$ cat config.mk
export PLATFORM = sky130hd
export DESIGN_NAME = wb_stage_arb
export DESIGN_NICKNAME = d
export VERILOG_FILES = /design/src/rtl/wb_stage_arb.sv
export SDC_FILE = /design/constraint.sdc
export NUM_CORES = 1
export LEC_CHECK = 0
export ABC_AREA = 1
export ABC_CLOCK_PERIOD_IN_PS = 2600
export BUFFER_PORTS_ARGS = -buffer_cell sky130_fd_sc_hd__buf_2
export CORE_ASPECT_RATIO = 0.8
export CORE_MARGIN = 3
export CORE_UTILIZATION = 51
export CTS_CLUSTER_SIZE = 14
export DETAILED_ROUTE_END_ITERATION = 16
export GPL_TIMING_DRIVEN = 0
export PLACE_DENSITY = 0.75
export SETUP_SLACK_MARGIN = 0.15
export SLEW_MARGIN = 20
export SYNTH_ARGS = -nofsm -noshare
export SYNTH_HDL_FRONTEND = slang
export SYNTH_SLANG_ARGS = --single-unit
$ cat constraint.sdc
create_clock -name clk_i -period 2.6 [get_ports clk_i]
set_clock_uncertainty 0.05 [all_clocks]
set_input_delay 0.26 -clock clk_i [delete_from_list [all_inputs] [get_ports clk_i]]
set_output_delay 0.26 -clock clk_i [all_outputs]
set_load 0.01 [all_outputs]
$ cat src/rtl/wb_stage_arb.sv
// Write-back stage: MEM->WB pipeline register, load-data formatting, and a
// single register-file write port shared between the in-order pipeline and a
// buffered long-latency result FIFO (divider/FPU). Also provides forwarding
// outputs and an instruction-retire counter.
module wb_stage_arb #(
  parameter int DATA_W   = 32,
  parameter int ADDR_W   = 5,
  parameter int NBANKS   = 2,
  parameter int LL_DEPTH = 4,
  parameter int CNT_W    = 64,
  localparam int BANK_W  = (NBANKS > 1) ? $clog2(NBANKS) : 1,
  localparam int PTR_W   = $clog2(LL_DEPTH),
  localparam int CNT_LW  = PTR_W + 1
) (
  input  logic              clk_i,
  input  logic              rst_n_i,
  input  logic              valid_mem_i,
  input  logic [ADDR_W-1:0] rd_addr_mem_i,
  input  logic [BANK_W-1:0] rd_bank_mem_i,
  input  logic [DATA_W-1:0] alu_result_mem_i,
  input  logic [DATA_W-1:0] mem_rdata_mem_i,
  input  logic [1:0]        mem_size_mem_i,
  input  logic              mem_unsigned_mem_i,
  input  logic [1:0]        mem_offset_mem_i,
  input  logic              reg_alu_wen_mem_i,
  input  logic              reg_mem_wen_mem_i,
  input  logic              stall_wb_i,
  input  logic              flush_wb_i,
  input  logic              ll_valid_i,
  output logic              ll_ready_o,
  input  logic [ADDR_W-1:0] ll_rd_addr_i,
  input  logic [BANK_W-1:0] ll_rd_bank_i,
  input  logic [DATA_W-1:0] ll_wdata_i,
  output logic [NBANKS-1:0] reg_wen_o,
  output logic [ADDR_W-1:0] reg_waddr_o,
  output logic [DATA_W-1:0] reg_wdata_o,
  output logic              hold_req_o,
  output logic [ADDR_W-1:0] rd_addr_wb_o,
  output logic [BANK_W-1:0] rd_bank_wb_o,
  output logic [DATA_W-1:0] wdata_wb_o,
  output logic              wen_wb_o,
  output logic [CNT_LW-1:0] ll_count_o,
  output logic              retire_o,
  output logic [CNT_W-1:0]  instret_o
);

  localparam logic [CNT_LW-1:0] DEPTH_C = CNT_LW'(LL_DEPTH);

  // WB pipeline register
  logic              wb_valid, wb_alu_wen, wb_mem_wen, wb_unsigned, wb_committed;
  logic [ADDR_W-1:0] wb_rd_addr;
  logic [BANK_W-1:0] wb_rd_bank;
  logic [DATA_W-1:0] wb_alu_result, wb_rdata;
  logic [1:0]        wb_size, wb_offset;

  // Long-latency result FIFO
  logic [DATA_W-1:0] ll_data_mem [LL_DEPTH];
  logic [ADDR_W-1:0] ll_addr_mem [LL_DEPTH];
  logic [BANK_W-1:0] ll_bank_mem [LL_DEPTH];
  logic [PTR_W-1:0]  wr_ptr, rd_ptr;
  logic [CNT_LW-1:0] ll_count;

  logic wb_pending, wb_commit, noop_retire, ll_full, ll_empty, ll_push, ll_pop;
  logic              sel_write;
  logic [ADDR_W-1:0] sel_addr;
  logic [BANK_W-1:0] sel_bank;
  logic [DATA_W-1:0] sel_data;

  // Select/extend a byte, half or word out of the raw load word.
  function automatic logic [DATA_W-1:0] format_load(
    input logic [DATA_W-1:0] rdata, input logic [1:0] size,
    input logic [1:0] offset, input logic uns);
    logic [7:0]  b;
    logic [15:0] h;
    logic [31:0] w;
    case (offset)
      2'd0:    b = rdata[7:0];
      2'd1:    b = rdata[15:8];
      2'd2:    b = rdata[23:16];
      default: b = rdata[31:24];
    endcase
    h = offset[1] ? rdata[31:16] : rdata[15:0];
    w = rdata[31:0];
    case (size)
      2'b00:   return uns ? DATA_W'(b) : DATA_W'($signed(b));
      2'b01:   return uns ? DATA_W'(h) : DATA_W'($signed(h));
      default: return uns ? DATA_W'(w) : DATA_W'($signed(w));
    endcase
  endfunction

  assign wen_wb_o     = wb_valid & (wb_alu_wen | wb_mem_wen);
  assign wb_pending   = wen_wb_o & ~wb_committed;
  assign ll_full      = (ll_count == DEPTH_C);
  assign ll_empty     = (ll_count == '0);
  assign ll_ready_o   = ~ll_full;
  assign hold_req_o   = ll_full & wb_pending;
  assign wb_commit    = wb_pending & ~hold_req_o;
  // FIFO drains whenever the pipeline does not claim the port (incl. hold).
  assign ll_pop       = ~ll_empty & ~wb_commit;
  assign ll_push      = ll_valid_i & ll_ready_o;
  // Stores/branches retire once on arrival even though they never write.
  assign noop_retire  = wb_valid & ~(wb_alu_wen | wb_mem_wen) & ~wb_committed;
  assign retire_o     = wb_commit | noop_retire;

  assign rd_addr_wb_o = wb_rd_addr;
  assign rd_bank_wb_o = wb_rd_bank;
  assign wdata_wb_o   = wb_alu_wen ? wb_alu_result
                                   : format_load(wb_rdata, wb_size, wb_offset, wb_unsigned);
  assign ll_count_o   = ll_count;
  assign reg_waddr_o  = sel_addr;
  assign reg_wdata_o  = sel_data;

  // Write-port arbitration and one-hot bank enable (x0 of bank 0 is never written).
  always_comb begin
    // NOTE: every always_comb output gets a default first so no path leaves it unassigned (no latch).
    sel_write = 1'b0;
    sel_addr  = '0;
    sel_bank  = '0;
    sel_data  = '0;
    reg_wen_o = '0;
    if (wb_commit) begin
      sel_write = 1'b1;
      sel_addr  = wb_rd_addr;
      sel_bank  = wb_rd_bank;
      sel_data  = wdata_wb_o;
    end else if (ll_pop) begin
      sel_write = 1'b1;
      sel_addr  = ll_addr_mem[rd_ptr];
      sel_bank  = ll_bank_mem[rd_ptr];
      sel_data  = ll_data_mem[rd_ptr];
    end
    if (sel_write && !(sel_bank == '0 && sel_addr == '0)) begin
      for (int b = 0; b < NBANKS; b++) begin
        if (sel_bank == BANK_W'(b)) reg_wen_o[b] = 1'b1;
      end
    end
  end

  // WB register: flush > hold (stall or arbitration) > load.
  always_ff @(posedge clk_i or negedge rst_n_i) begin
    // NOTE: sequential state uses non-blocking assignments so every register samples pre-edge values.
    if (!rst_n_i) begin
      wb_valid      <= 1'b0;
      wb_alu_wen    <= 1'b0;
      wb_mem_wen    <= 1'b0;
      wb_unsigned   <= 1'b0;
      wb_committed  <= 1'b0;
      wb_rd_addr    <= '0;
      wb_rd_bank    <= '0;
      wb_alu_result <= '0;
      wb_rdata      <= '0;
      wb_size       <= '0;
      wb_offset     <= '0;
    end else if (flush_wb_i) begin
      wb_valid     <= 1'b0;
      wb_alu_wen   <= 1'b0;
      wb_mem_wen   <= 1'b0;
      wb_committed <= 1'b0;
    end else if (stall_wb_i || hold_req_o) begin
      wb_committed <= wb_committed | retire_o;
    end else begin
      wb_valid      <= valid_mem_i;
      wb_alu_wen    <= reg_alu_wen_mem_i;
      wb_mem_wen    <= reg_mem_wen_mem_i;
      wb_unsigned   <= mem_unsigned_mem_i;
      wb_committed  <= 1'b0;
      wb_rd_addr    <= rd_addr_mem_i;
      wb_rd_bank    <= rd_bank_mem_i;
      wb_alu_result <= alu_result_mem_i;
      wb_rdata      <= mem_rdata_mem_i;
      wb_size       <= mem_size_mem_i;
      wb_offset     <= mem_offset_mem_i;
    end
  end

  // FIFO storage: written on push only.
  always_ff @(posedge clk_i) begin
    // NOTE: the storage array is not reset; the count/pointers alone define which entries are valid.
    if (ll_push) begin
      ll_data_mem[wr_ptr] <= ll_wdata_i;
      ll_addr_mem[wr_ptr] <= ll_rd_addr_i;
      ll_bank_mem[wr_ptr] <= ll_rd_bank_i;
    end
  end

  // FIFO pointers and occupancy; pointers wrap naturally at the power-of-2 depth.
  always_ff @(posedge clk_i or negedge rst_n_i) begin
    if (!rst_n_i) begin
      wr_ptr   <= '0;
      rd_ptr   <= '0;
      ll_count <= '0;
    end else begin
      if (ll_push) wr_ptr <= wr_ptr + 1'b1;
      if (ll_pop)  rd_ptr <= rd_ptr + 1'b1;
      ll_count <= ll_count + CNT_LW'(ll_push) - CNT_LW'(ll_pop);
    end
  end

  // Retired-instruction counter, wraps at 2^CNT_W.
  always_ff @(posedge clk_i or negedge rst_n_i) begin
    if (!rst_n_i) instret_o <= '0;
    else          instret_o <= instret_o + CNT_W'(retire_o);
  end

endmodule

; ---- Yosys cells after proc, flatten, opt, wreduce, memory -nomap -nowiden
; Memories as Yosys holds them, arrays and structs flattened.
; Index checks and enable logic that the tools add are counted.
[op_classes]
muxes = 27
n_addsub = 5
eq_ne = 5
reduce_logical = 9
bitwise_logic = 20
[op_table]
columns = operator, n
row1 = 32-bit 2-to-1 mux, 5
row2 = 64-bit by 1-bit adder with 64-bit output, 1
row3 = 32-bit one-hot mux with 2 select lines, 1
row4 = 8-bit one-hot mux with 3 select lines, 1
row5 = 1-bit 2-to-1 mux, 16
row6 = 16-bit 2-to-1 mux, 1
row7 = 5-bit 2-to-1 mux, 2
row8 = 1-bit NOT, 9
row9 = 1-bit AND, 8
row10 = 5-bit zero test, 1
row11 = 2-bit by 1-bit adder with 2-bit output (second input constant), 2
row12 = 2-bit by 1-bit == test with 1-bit output (second input constant), 2
row13 = 2-bit zero test, 2
row14 = 3-bit by 1-bit adder with 3-bit output, 1
row15 = 3-bit == test (second input constant), 1
row16 = 3-bit zero test, 1
row17 = 1-bit bitwise OR, 3
row18 = 3-bit by 1-bit subtractor with 3-bit output, 1
row19 = 2-bit == test (second input constant), 1
row20 = 1-bit logical AND, 2
row21 = 2-bit 2-to-1 mux, 1
row22 = 2-bit inequality test (second input constant), 1
row23 = 2-bit AND reduction, 1
row24 = 1-bit zero test, 1
row25 = 1-bit logical OR, 1
[word_totals]
word_cells = 84
input_bits = 121
mem_bits_rw = 152
mem_count = 3
out_inout_bits = 148
ff_bits = 150
[memory_table]
columns = memory, words, word_bits, rd, rd_ports_with_merged_regs, wr, line
row1 = ll_data_mem, 4, 32, 1, 0, 1, 57  ; logic [DATA_W-1:0] ll_data_mem [LL_DEPTH];
row2 = ll_addr_mem, 4, 5, 1, 0, 1, 58  ; logic [ADDR_W-1:0] ll_addr_mem [LL_DEPTH];
row3 = ll_bank_mem, 4, 1, 1, 0, 1, 59  ; logic [BANK_W-1:0] ll_bank_mem [LL_DEPTH];

; ---- Longest topological paths before layout
; Gate-level depths: netlist of run 1.
[logic_depth]
ltp_word = 15
mapped_depth = 15
mapped_depth_nobuf = 15

; ---- Worst setup path before layout of run 1
; Ideal clock, no wire load.
[synth_path]
kind = flip-flop to flip-flop
startpoint = register ll_count[1] (netlist: ll_count_o[1])
endpoint = memory ll_addr_mem[0][0], enable pin
arrival_ps = 2436
stages_incl_launch_ff = 5
setup_ps = 433
setup_slack_ps = -320
period_less_slack_ps = 2920
n_path_buf = 0
cell_sequence = dfrtp_1 nor2_2 nand2_2 nand2_1 nor2_1
[synth_via]
elab_chain_cells = 5
[synth_rtl]
columns = item, line
row1 = start: declaration, 61  ; logic [CNT_LW-1:0] ll_count;
row2 = start signal: assignment, 195  ; ll_count <= ll_count + CNT_LW'(ll_push) - CNT_LW'(ll_pop);
row3 = 3-bit == test, 93  ; assign ll_full = (ll_count == DEPTH_C);
row4 = 1-bit NOT, 95  ; assign ll_ready_o = ~ll_full;
row5 = net ll_ready_o, 30  ; output logic ll_ready_o,
row6 = 1-bit AND, 100  ; assign ll_push = ll_valid_i & ll_ready_o;
row7 = 1-bit 2-to-1 mux, 179  ; if (ll_push) begin
row8 = 1-bit 2-to-1 mux (not written as such), 181  ; ll_addr_mem[wr_ptr] <= ll_rd_addr_i;
row9 = end: declaration, 58
; The timed path passes the listed nets, and every way through them passes these cells.

; ---- Worst setup path in the final report of run 1
[layout_path]
startpoint = register wb_offset[1]
endpoint = output reg_wdata_o[21]
[layout_via]
elab_chain_cells = 6
elab_cells_between_ends = 10
[layout_rtl]
columns = item, line
row1 = start: declaration, 54  ; logic [1:0] wb_size, wb_offset;
row2 = start signal: assignment, 172  ; wb_offset <= mem_offset_mem_i;
row3 = 2-bit == test (tied with other cells), 76  ; case (offset)
row4 = 8-bit one-hot mux with 3 select lines, 76
row5 = 32-bit 2-to-1 mux, 85  ; 2'b00: return uns ? DATA_W'(b) : DATA_W'($signed(b));
row6 = 32-bit one-hot mux with 2 select lines *, 84  ; case (size)
row7 = 32-bit 2-to-1 mux *, 107  ; assign wdata_wb_o = wb_alu_wen ? wb_alu_result
row8 = 32-bit 2-to-1 mux *, 121  ; if (wb_commit) begin
row9 = end: declaration, 36  ; output logic [DATA_W-1:0] reg_wdata_o,
; Every way passes the cells marked *; elsewhere a longest branch is shown, timed or not.

==> metrics.txt, run 1 <==
# TYPE chip_impl_metric gauge
chip_impl_metric{name="synthDistinctLibCells",unit=""} 37
chip_impl_metric{name="vias",unit=""} 14100
chip_impl_metric{name="timing.critical_path.fanout_max",unit=""} 6
chip_impl_metric{name="cpPeakStageDelay",unit="ns"} 0.42
chip_impl_metric{name="synthesized_net_count",unit=""} 1776
chip_impl_metric{name="worstHoldPathCells",unit=""} 4
chip_impl_metric{name="clock_latency",unit="ns"} 0.59
chip_impl_metric{name="fmaxAchievable",unit="MHz"} 378
chip_impl_metric{name="grt_start_max_net_pins",unit=""} 95
chip_impl_metric{name="min_period",unit="ns"} 2.64
chip_impl_info{name="end_kind",value="output port"} 1
chip_impl_metric{name="nNetsFinal",unit=""} 2241
chip_impl_metric{name="multiInputGateArea",unit="µm²"} 5990
chip_impl_metric{name="worst_ir_drop_vdd",unit="µV"} 867
chip_impl_metric{name="finalWirelength",unit="µm"} 53200
chip_impl_info{name="layout.cells.most_common",value="sky130_fd_sc_hd__nand2_1"} 1
chip_impl_info{name="run_status",value="finished, violations left"} 1
chip_impl_info{name="critical_path_cell_by_cell",value="buf_12 -> nand2_4 -> nor2_2 -> nor3_2 -> nand3_2 -> buf_8 -> buf_8 -> nand3_4 -> nand3_2 -> nand2_1 -> buf_2"} 1
chip_impl_metric{name="floorplan.die_area",unit="µm²"} 30800
chip_impl_metric{name="core_region_area",unit="µm²"} 27800
chip_impl_metric{name="postPlaceCellArea",unit="µm²"} 16600
chip_impl_metric{name="timing_hold_violations_final",unit=""} 0
chip_impl_info{name="critical_path.slowest_cell",value="sky130_fd_sc_hd__dfrtp_2"} 1
chip_impl_metric{name="rrSetupSlack",unit="ns"} 0.17
chip_impl_info{name="timing.rr.start",value="wb_alu_wen"} 1
chip_impl_metric{name="cts.clk_slew.worst_paths",unit="ns"} 0.06
chip_impl_metric{name="detail_route.drc_violations",unit=""} 0
chip_impl_info{name="final_cell_mix",value="390 x sky130_fd_sc_hd__nand2_1, 261 x sky130_fd_sc_hd__buf_2, 167 x sky130_fd_sc_hd__nand3_1, 157 x sky130_fd_sc_hd__inv_1, 152 x sky130_fd_sc_hd__edfxtp_1"} 1
chip_impl_info{name="yosys.area.top_type",value="sky130_fd_sc_hd__edfxtp_1"} 1
chip_impl_info{name="cts-root-buf",value="sky130_fd_sc_hd__clkbuf_16"} 1
chip_impl_metric{name="grt_usage",unit=""} 0.330
chip_impl_metric{name="floorplan.io_pins",unit=""} 269
chip_impl_metric{name="area_growth",unit="%"} 38.3
chip_impl_info{name="worstSetupStartpointType",value="flop"} 1
chip_impl_metric{name="fin_hold_ws",unit="ns"} 0.0617
chip_impl_metric{name="timing.critical_path.required",unit="ns"} 2.29
chip_impl_metric{name="fin_area",unit="µm²"} 20200
chip_impl_metric{name="standard_cell_rows",unit=""} 54
chip_impl_metric{name="worst-endpoint-arrival",unit="ns"} 2.33
chip_impl_metric{name="synthesis.yosys.warnings",unit=""} 0
chip_impl_metric{name="syn_area",unit="µm²"} 14600
chip_impl_metric{name="final_antenna_net_count",unit=""} 0
chip_impl_metric{name="synth_cells",unit=""} 1646
chip_impl_metric{name="cts_sinks",unit=""} 302
chip_impl_metric{name="layout_cell_share_with_drive_strength_beyond_1",unit=""} 0.287
chip_impl_metric{name="totalNegativeSetupSlack",unit="ns"} -0.0795
chip_impl_metric{name="maxCapViolations",unit=""} 0
chip_impl_info{name="rsz0062_at_grt",value="yes"} 1
chip_impl_metric{name="grt-ovfl-total",unit=""} 0
chip_impl_metric{name="first_global_vias",unit=""} 13700
chip_impl_metric{name="drt_first_pass_iters",unit=""} 6
chip_impl_info{name="postSynth.topFlopCell",value="sky130_fd_sc_hd__edfxtp_1"} 1
chip_impl_metric{name="floorplan.initialDensity",unit=""} 0.527
chip_impl_metric{name="fp.dieH",unit="µm"} 157
chip_impl_metric{name="ys_seq_elements",unit=""} 302
chip_impl_info{name="worstReg2RegEnd",value="rd_ptr[1]"} 1
chip_impl_metric{name="synth-edff-count",unit=""} 152
chip_impl_metric{name="grt_pass1_wl",unit="µm"} 78400
chip_impl_info{name="synth_top_cells_by_area",value="sky130_fd_sc_hd__edfxtp_1 31%, sky130_fd_sc_hd__dfrtp_1 26%, sky130_fd_sc_hd__nand2_1 11%"} 1
chip_impl_metric{name="count_of_cells_along_the_worst_register_to_register_path",unit=""} 16
chip_impl_metric{name="worst_setup_slack_final",unit="ns"} -0.0438
chip_impl_metric{name="die_x",unit="µm"} 195
chip_impl_metric{name="nFillCells",unit=""} 1923
chip_impl_info{name="tritoncts_clock_tree",value="done"} 1
chip_impl_metric{name="total_leakage_power",unit="nW"} 9.37
chip_impl_metric{name="cts_inserted_buffers",unit=""} 30
chip_impl_info{name="failed_checks",value="negative setup slack"} 1
chip_impl_metric{name="via_per_inst",unit=""} 5.62
chip_impl_metric{name="report.final.slew_viol_count",unit=""} 0
chip_impl_metric{name="power.density",unit="nW/µm²"} 891
chip_impl_metric{name="worst_pin_slew",unit="ns"} 0.796
chip_impl_info{name="criticalPathCategory",value="reg2out"} 1
chip_impl_metric{name="hpwl",unit="µm"} 36400
chip_impl_metric{name="htreeDepth",unit=""} 1
chip_impl_info{name="hold_path_startpoint",value="stall_wb_i"} 1
chip_impl_info{name="holdPathEnd",value="wb_alu_wen"} 1
chip_impl_metric{name="place.gp.congestion",unit=""} 1.04
chip_impl_metric{name="syn_avg_cell_area",unit="µm²"} 8.89
chip_impl_metric{name="timing.slew.headroom",unit=""} 0.465
chip_impl_metric{name="footprint_of_the_flip_flops_and_latches",unit="µm²"} 8320
chip_impl_info{name="hp-class",value="in2reg"} 1
chip_impl_metric{name="dr_iter_0_viols",unit=""} 1732
chip_impl_metric{name="placement.setup.worst_slack",unit="ns"} -0.392
chip_impl_metric{name="finalSetupViolations",unit=""} 3
chip_impl_metric{name="synth_async_sr_flop_share",unit=""} 0.497
chip_impl_metric{name="clock_tree.buffer_depth",unit=""} 3
chip_impl_metric{name="detailed_route_wire_length_per_cell",unit="µm"} 21.2
chip_impl_metric{name="portBuffers",unit=""} 268
chip_impl_metric{name="total_power",unit="mW"} 18.0
chip_impl_metric{name="final.period_utilization",unit=""} 1.02
chip_impl_metric{name="ys_seq_area_frac",unit=""} 0.569
chip_impl_metric{name="synth_top_area_share",unit=""} 0.312
chip_impl_metric{name="grt_antenna_before_repair",unit=""} 3
==> state kept, by name (all words and copies together) (netlist names), 2 cells and up <==
signal         cells
ll_bank_mem        4
ll_addr_mem       20
rd_ptr             2
rd_addr_wb_o       5
ll_data_mem      128
wb_offset          2
wb_size            2
wb_alu_result     32
wr_ptr             2
wb_rdata          32
instret_o         64
ll_count_o         3
==> where the power goes <==
group	leakage, nW	internal (mW)	total, mW	switching (mW)
clock network	0.505	2.71	4.68	1.97
registers	3.30	5.82	6.18	0.359
logic	5.56	2.78	7.17	4.38
==> logic make-up (layout without fill, tap and decap cells) <==
group                      count (synthesis)  after routing  synth area share
AOI/OAI and AO/OA                        172            172            0.0605
and+or+nand+nor                          866            866             0.261
buffers and inverters                    241            730            0.0678
adders and majority gates                  9              9           0.00821
DFF                                      302            302             0.569
other                                      0              3                 0
xor gates and xnor gates                  56             56            0.0335
==> how the worst max path moves through the flow <==
stage                        from                  to  slack [ns]  depth (start not counted)
floorplan           ll_count_o[1]   ll_addr_mem[0][0]       -0.32                          4
global placement    ll_count_o[1]  ll_data_mem[0][25]       -1.50                          4
detailed placement     wb_alu_wen       instret_o[58]       -0.39                         14
CTS                  wb_offset[1]     reg_wdata_o[15]        0.03                         10
global route         wb_offset[1]     reg_wdata_o[20]       -0.12                         11
finish               wb_offset[1]     reg_wdata_o[21]       -0.04                         11
==> critical path, delay by kind of cell (launching register included) <==
| kind | cells | cell delay [ns] |
|---|---|---|
| and+or+nand+nor | 7 | 0.71 |
| buffers and inverters | 4 | 0.62 |
| DFF | 1 | 0.42 |
==> metal layers <==
metal	routed length [µm]	part of all wire	global-route usage
met5	0	0	0
met3	5160	0.097	0.0719
met1	20800	0.39	0.442
met4	2240	0.042	0.124
met2	25000	0.47	0.535
==> timing repair <==
action | 4_1_cts | 5_1_grt
buffers inserted | 26 | 13
setup endpoints to repair | 121 | 84
cloned | 3 | 0
resized for setup | 183 | 116
endpoints found under the hold margin | 286 | 0
pin swaps | 25 | 31
hold buffers | 117 | 0
==> layout make-up <==
type,instances,share of cell area
Tap cell,364,0.0225
Inverter,174,0.0333
Sequential cell,302,0.411
Multi-Input combinational cell,1103,0.296
Timing Repair Buffer,433,0.158
Buffer,67,0.0254
Clock buffer,37,0.0399
Clock inverter,19,0.0126
Antenna cell,3,0.000371
==> synthesized netlist by cell type, types with 19 or more instances <==
cell type and n:
sky130_fd_sc_hd__edfxtp_1 152, sky130_fd_sc_hd__xor2_1 41, sky130_fd_sc_hd__nor3_1 28, sky130_fd_sc_hd__nor2_1 139
sky130_fd_sc_hd__inv_1 167, sky130_fd_sc_hd__buf_2 37, sky130_fd_sc_hd__nand2_1 425, sky130_fd_sc_hd__dfrtp_1 150
sky130_fd_sc_hd__o21ai_0 63, sky130_fd_sc_hd__or2_2 28, sky130_fd_sc_hd__nand3_1 197, sky130_fd_sc_hd__a21oi_1 85
sky130_fd_sc_hd__clkbuf_1 19
==> stage by stage <==
step | instances | util
after floorplan | 1646 | -
after global placement | 2278 | 0.592
after detailed placement | 2284 | 0.598
after CTS | 2486 | 0.710
after global routing | 2502 | 0.728
final | 2502 | 0.728
Note: power is estimated with default switching activity, not from simulation.
==> inputs of run 2 (changes only) <==
CORE_MARGIN = default   (was 3)
RECOVER_POWER = 25   (was default)
==> metrics.txt, run 2 (synthesis gave the netlist of run 1 again) <==
# TYPE chip_impl_metric gauge
chip_impl_metric{name="via_per_inst",unit=""} 5.47
chip_impl_metric{name="count_of_cells_along_the_worst_register_to_register_path",unit=""} 9
chip_impl_metric{name="timing.slew.headroom",unit=""} 0.0321
chip_impl_metric{name="timing.critical_path.required",unit="ns"} 2.29
chip_impl_metric{name="core_region_area",unit="µm²"} 28200
chip_impl_metric{name="cpPeakStageDelay",unit="ns"} 0.48
chip_impl_metric{name="drt_first_pass_iters",unit=""} 6
chip_impl_metric{name="die_x",unit="µm"} 191
chip_impl_metric{name="floorplan.initialDensity",unit=""} 0.519
chip_impl_metric{name="report.final.slew_viol_count",unit=""} 0
chip_impl_metric{name="final_antenna_net_count",unit=""} 0
chip_impl_metric{name="vias",unit=""} 13700
chip_impl_metric{name="standard_cell_rows",unit=""} 55
chip_impl_metric{name="power.density",unit="nW/µm²"} 882
chip_impl_metric{name="portBuffers",unit=""} 268
chip_impl_info{name="reg.largest.list",value="ll_data_mem (128), instret_o (64)"} 1
chip_impl_info{name="top_reg_by_flops",value="ll_data_mem"} 1
chip_impl_metric{name="power.combinational.fraction",unit=""} 0.416
chip_impl_info{name="cts-root-buf",value="sky130_fd_sc_hd__clkbuf_16"} 1
chip_impl_metric{name="postPlaceCellArea",unit="µm²"} 16600
chip_impl_metric{name="final.period_utilization",unit=""} 1.01
chip_impl_metric{name="clock_latency",unit="ns"} 0.60
chip_impl_metric{name="rrSetupSlack",unit="ns"} 0.21
chip_impl_metric{name="place.gp.congestion",unit=""} 0.991
chip_impl_metric{name="grt-ovfl-total",unit=""} 0
chip_impl_info{name="final_cell_mix",value="376 x sky130_fd_sc_hd__nand2_1, 224 x sky130_fd_sc_hd__buf_2, 159 x sky130_fd_sc_hd__nand3_1, 157 x sky130_fd_sc_hd__inv_1, 152 x sky130_fd_sc_hd__edfxtp_1"} 1
chip_impl_metric{name="clock_tree.buffer_depth",unit=""} 3
chip_impl_metric{name="dr_iter_0_viols",unit=""} 1462
chip_impl_metric{name="nNetsFinal",unit=""} 2248
chip_impl_metric{name="nFillCells",unit=""} 2091
chip_impl_metric{name="worst-endpoint-arrival",unit="ns"} 2.31
chip_impl_metric{name="finalWirelength",unit="µm"} 51300
chip_impl_metric{name="cts_inserted_buffers",unit=""} 31
chip_impl_metric{name="detail_route.drc_violations",unit=""} 0
chip_impl_info{name="critical_path.slowest_cell",value="sky130_fd_sc_hd__dfrtp_2"} 1
chip_impl_metric{name="worst_ir_drop_vdd",unit="µV"} 855
chip_impl_metric{name="fp.dieH",unit="µm"} 153
chip_impl_metric{name="layout_cell_share_with_drive_strength_beyond_1",unit=""} 0.282
chip_impl_metric{name="htreeDepth",unit=""} 1
chip_impl_metric{name="first_global_vias",unit=""} 12900
chip_impl_metric{name="cell_total_after_placement",unit=""} 2290
chip_impl_metric{name="floorplan.die_area",unit="µm²"} 29400
chip_impl_info{name="run_status",value="finished, violations left"} 1
chip_impl_metric{name="placement.setup.worst_slack",unit="ns"} -0.329
chip_impl_info{name="worstSetupStartpointType",value="flop"} 1
chip_impl_metric{name="timing.critical_path.fanout_max",unit=""} 10
chip_impl_info{name="tritoncts_clock_tree",value="done"} 1
chip_impl_metric{name="grt_usage",unit=""} 0.335
chip_impl_metric{name="internal_power",unit="mW"} 11.1
chip_impl_metric{name="hpwl",unit="µm"} 35200
chip_impl_metric{name="cts.clk_slew.worst_paths",unit="ns"} 0.07
chip_impl_metric{name="grt_antenna_before_repair",unit=""} 2
chip_impl_info{name="hp-class",value="in2reg"} 1
chip_impl_metric{name="floorplan.io_pins",unit=""} 269
chip_impl_info{name="setup.worst_path.end",value="reg_wdata_o[14]"} 1
chip_impl_metric{name="grt_pass1_wl",unit="µm"} 74000
chip_impl_metric{name="clockPowerShare",unit=""} 0.238
chip_impl_metric{name="fin_area",unit="µm²"} 20300
chip_impl_metric{name="detailed_route_wire_length_per_cell",unit="µm"} 20.4
chip_impl_metric{name="pwr-share-seq",unit=""} 0.346
chip_impl_info{name="failed_checks",value="negative setup slack"} 1
chip_impl_info{name="layout.cells.most_common",value="sky130_fd_sc_hd__nand2_1"} 1
chip_impl_info{name="timing.rr.start",value="wb_alu_wen"} 1
chip_impl_metric{name="worst_setup_slack_final",unit="ns"} -0.0201
chip_impl_metric{name="finalSetupViolations",unit=""} 2
chip_impl_info{name="criticalPathCategory",value="reg2out"} 1
chip_impl_metric{name="finish.utilization",unit=""} 0.720
chip_impl_metric{name="area_growth",unit="%"} 38.9
chip_impl_metric{name="cts_sinks",unit=""} 302
chip_impl_metric{name="total_leakage_power",unit="nW"} 9.27
chip_impl_metric{name="p_sw",unit="mW"} 6.80
chip_impl_info{name="end_kind",value="output port"} 1
chip_impl_metric{name="switching_share",unit=""} 0.380
chip_impl_metric{name="maxCapViolations",unit=""} 0
chip_impl_metric{name="final-instance-count-excl-fill",unit=""} 2515
chip_impl_info{name="cpLargestDelayFamily",value="simple AND/OR/NAND/NOR gates"} 1
chip_impl_info{name="timing.critical_path.from",value="wb_offset[1]"} 1
chip_impl_metric{name="grt_start_max_net_pins",unit=""} 99
chip_impl_info{name="worstReg2RegEnd",value="instret_o[51]"} 1
chip_impl_metric{name="min_period",unit="ns"} 2.62
chip_impl_metric{name="cp_num_buf_inv",unit=""} 2
chip_impl_info{name="critical_path_cell_by_cell",value="nand2_2 -> nor2_2 -> nor3_2 -> nand3_2 -> buf_6 -> nand2_1 -> o21ai_2 -> o21ai_1 -> buf_2"} 1
chip_impl_metric{name="fmaxAchievable",unit="MHz"} 382
chip_impl_metric{name="flip_flop_count_of_the_largest_register_all_copies_and_words_added",unit=""} 128
chip_impl_info{name="rsz0062_at_grt",value="yes"} 1
chip_impl_metric{name="timing_hold_violations_final",unit=""} 0
chip_impl_metric{name="worst_pin_slew",unit="ns"} 1.45
chip_impl_metric{name="critical_path_cell_count",unit=""} 9
## run 2: layer usage
layer  global-route usage  wire (µm)  part of all wire
met5                    0          0                 0
met2                0.523      23600              0.46
met3               0.0671       4730             0.092
met4                0.104       1750             0.034
met1                0.472      21300              0.41
## run 2: worst min-delay path by stage
stage	from	endpoint	cells after the start	slack [ns]
3_3_place_gp	wb_alu_result[16]	wb_alu_result[16]	2	0.40
2_1_floorplan	rst_n_i	instret_o[0]	0	-0.09
3_5_place_dp	rst_n_i	instret_o[27]	1	0.15
4_1_cts	stall_wb_i	wb_alu_wen	4	0.06
6_report	stall_wb_i	wb_alu_wen	4	0.07
5_1_grt	stall_wb_i	wb_mem_wen	4	0.09
## run 2: cell type report
class / count / area (µm²) / share of cell area
plain buffers: 67 / 528 / 0.0260
well taps: 370 / 463 / 0.0228
clock buffers: 41 / 843 / 0.0415
repair inverters: 1 / 8.76 / 0.000431
repair buffers: 438 / 3240 / 0.159
inverters: 174 / 676 / 0.0332
clock inverters: 16 / 103 / 0.00505
diodes: 3 / 7.51 / 0.000369
multi-input cells: 1103 / 6130 / 0.302
flip-flops and latches: 302 / 8320 / 0.410
## run 2: power by group through the flow
stage / Sequential, mW / Combinational [mW] / Clock [mW]
global route: 6.25 / 7.91 / 4.47
global placement: 6.25 / 5.18 / 0
CTS: 6.15 / 6.45 / 4.26
finish: 6.20 / 7.45 / 4.27
floorplan: 6.19 / 3.09 / 0
detailed placement: 6.22 / 5.46 / 0
## run 2: worst register-to-register path, stage by stage (launching register included)
cell	delay [ns]
sky130_fd_sc_hd__dfrtp_2	0.46
sky130_fd_sc_hd__nor2_4	0.15
sky130_fd_sc_hd__nor2_2	0.08
sky130_fd_sc_hd__nor2_4	0.18
sky130_fd_sc_hd__ha_4	0.20
sky130_fd_sc_hd__nand3_2	0.14
sky130_fd_sc_hd__nor3_1	0.70
sky130_fd_sc_hd__nand3_1	0.18
sky130_fd_sc_hd__nand2_1	0.10
sky130_fd_sc_hd__nand2_1	0.05
## run 2: timing repair
item	in CTS	in global routing
hold buffers	117	0
resized for setup	202	143
pin swaps	33	35
buffers inserted	23	19
endpoints found under the hold margin	282	0
setup endpoints to repair	108	75
gates cloned	1	5
## run 2: stage by stage
step / hold slack [ns] / power (mW) / TNS [ns]
6_report: 0.0668 / 17.9 / -0.0233
5_1_grt: 0.0903 / 18.6 / -1.01
4_1_cts: 0.0562 / 16.9 / 0
3_5_place_dp: 0.152 / 11.7 / -3.51
3_3_place_gp: 0.396 / 11.4 / -388.47
2_1_floorplan: -0.0856 / 9.28 / -48.59
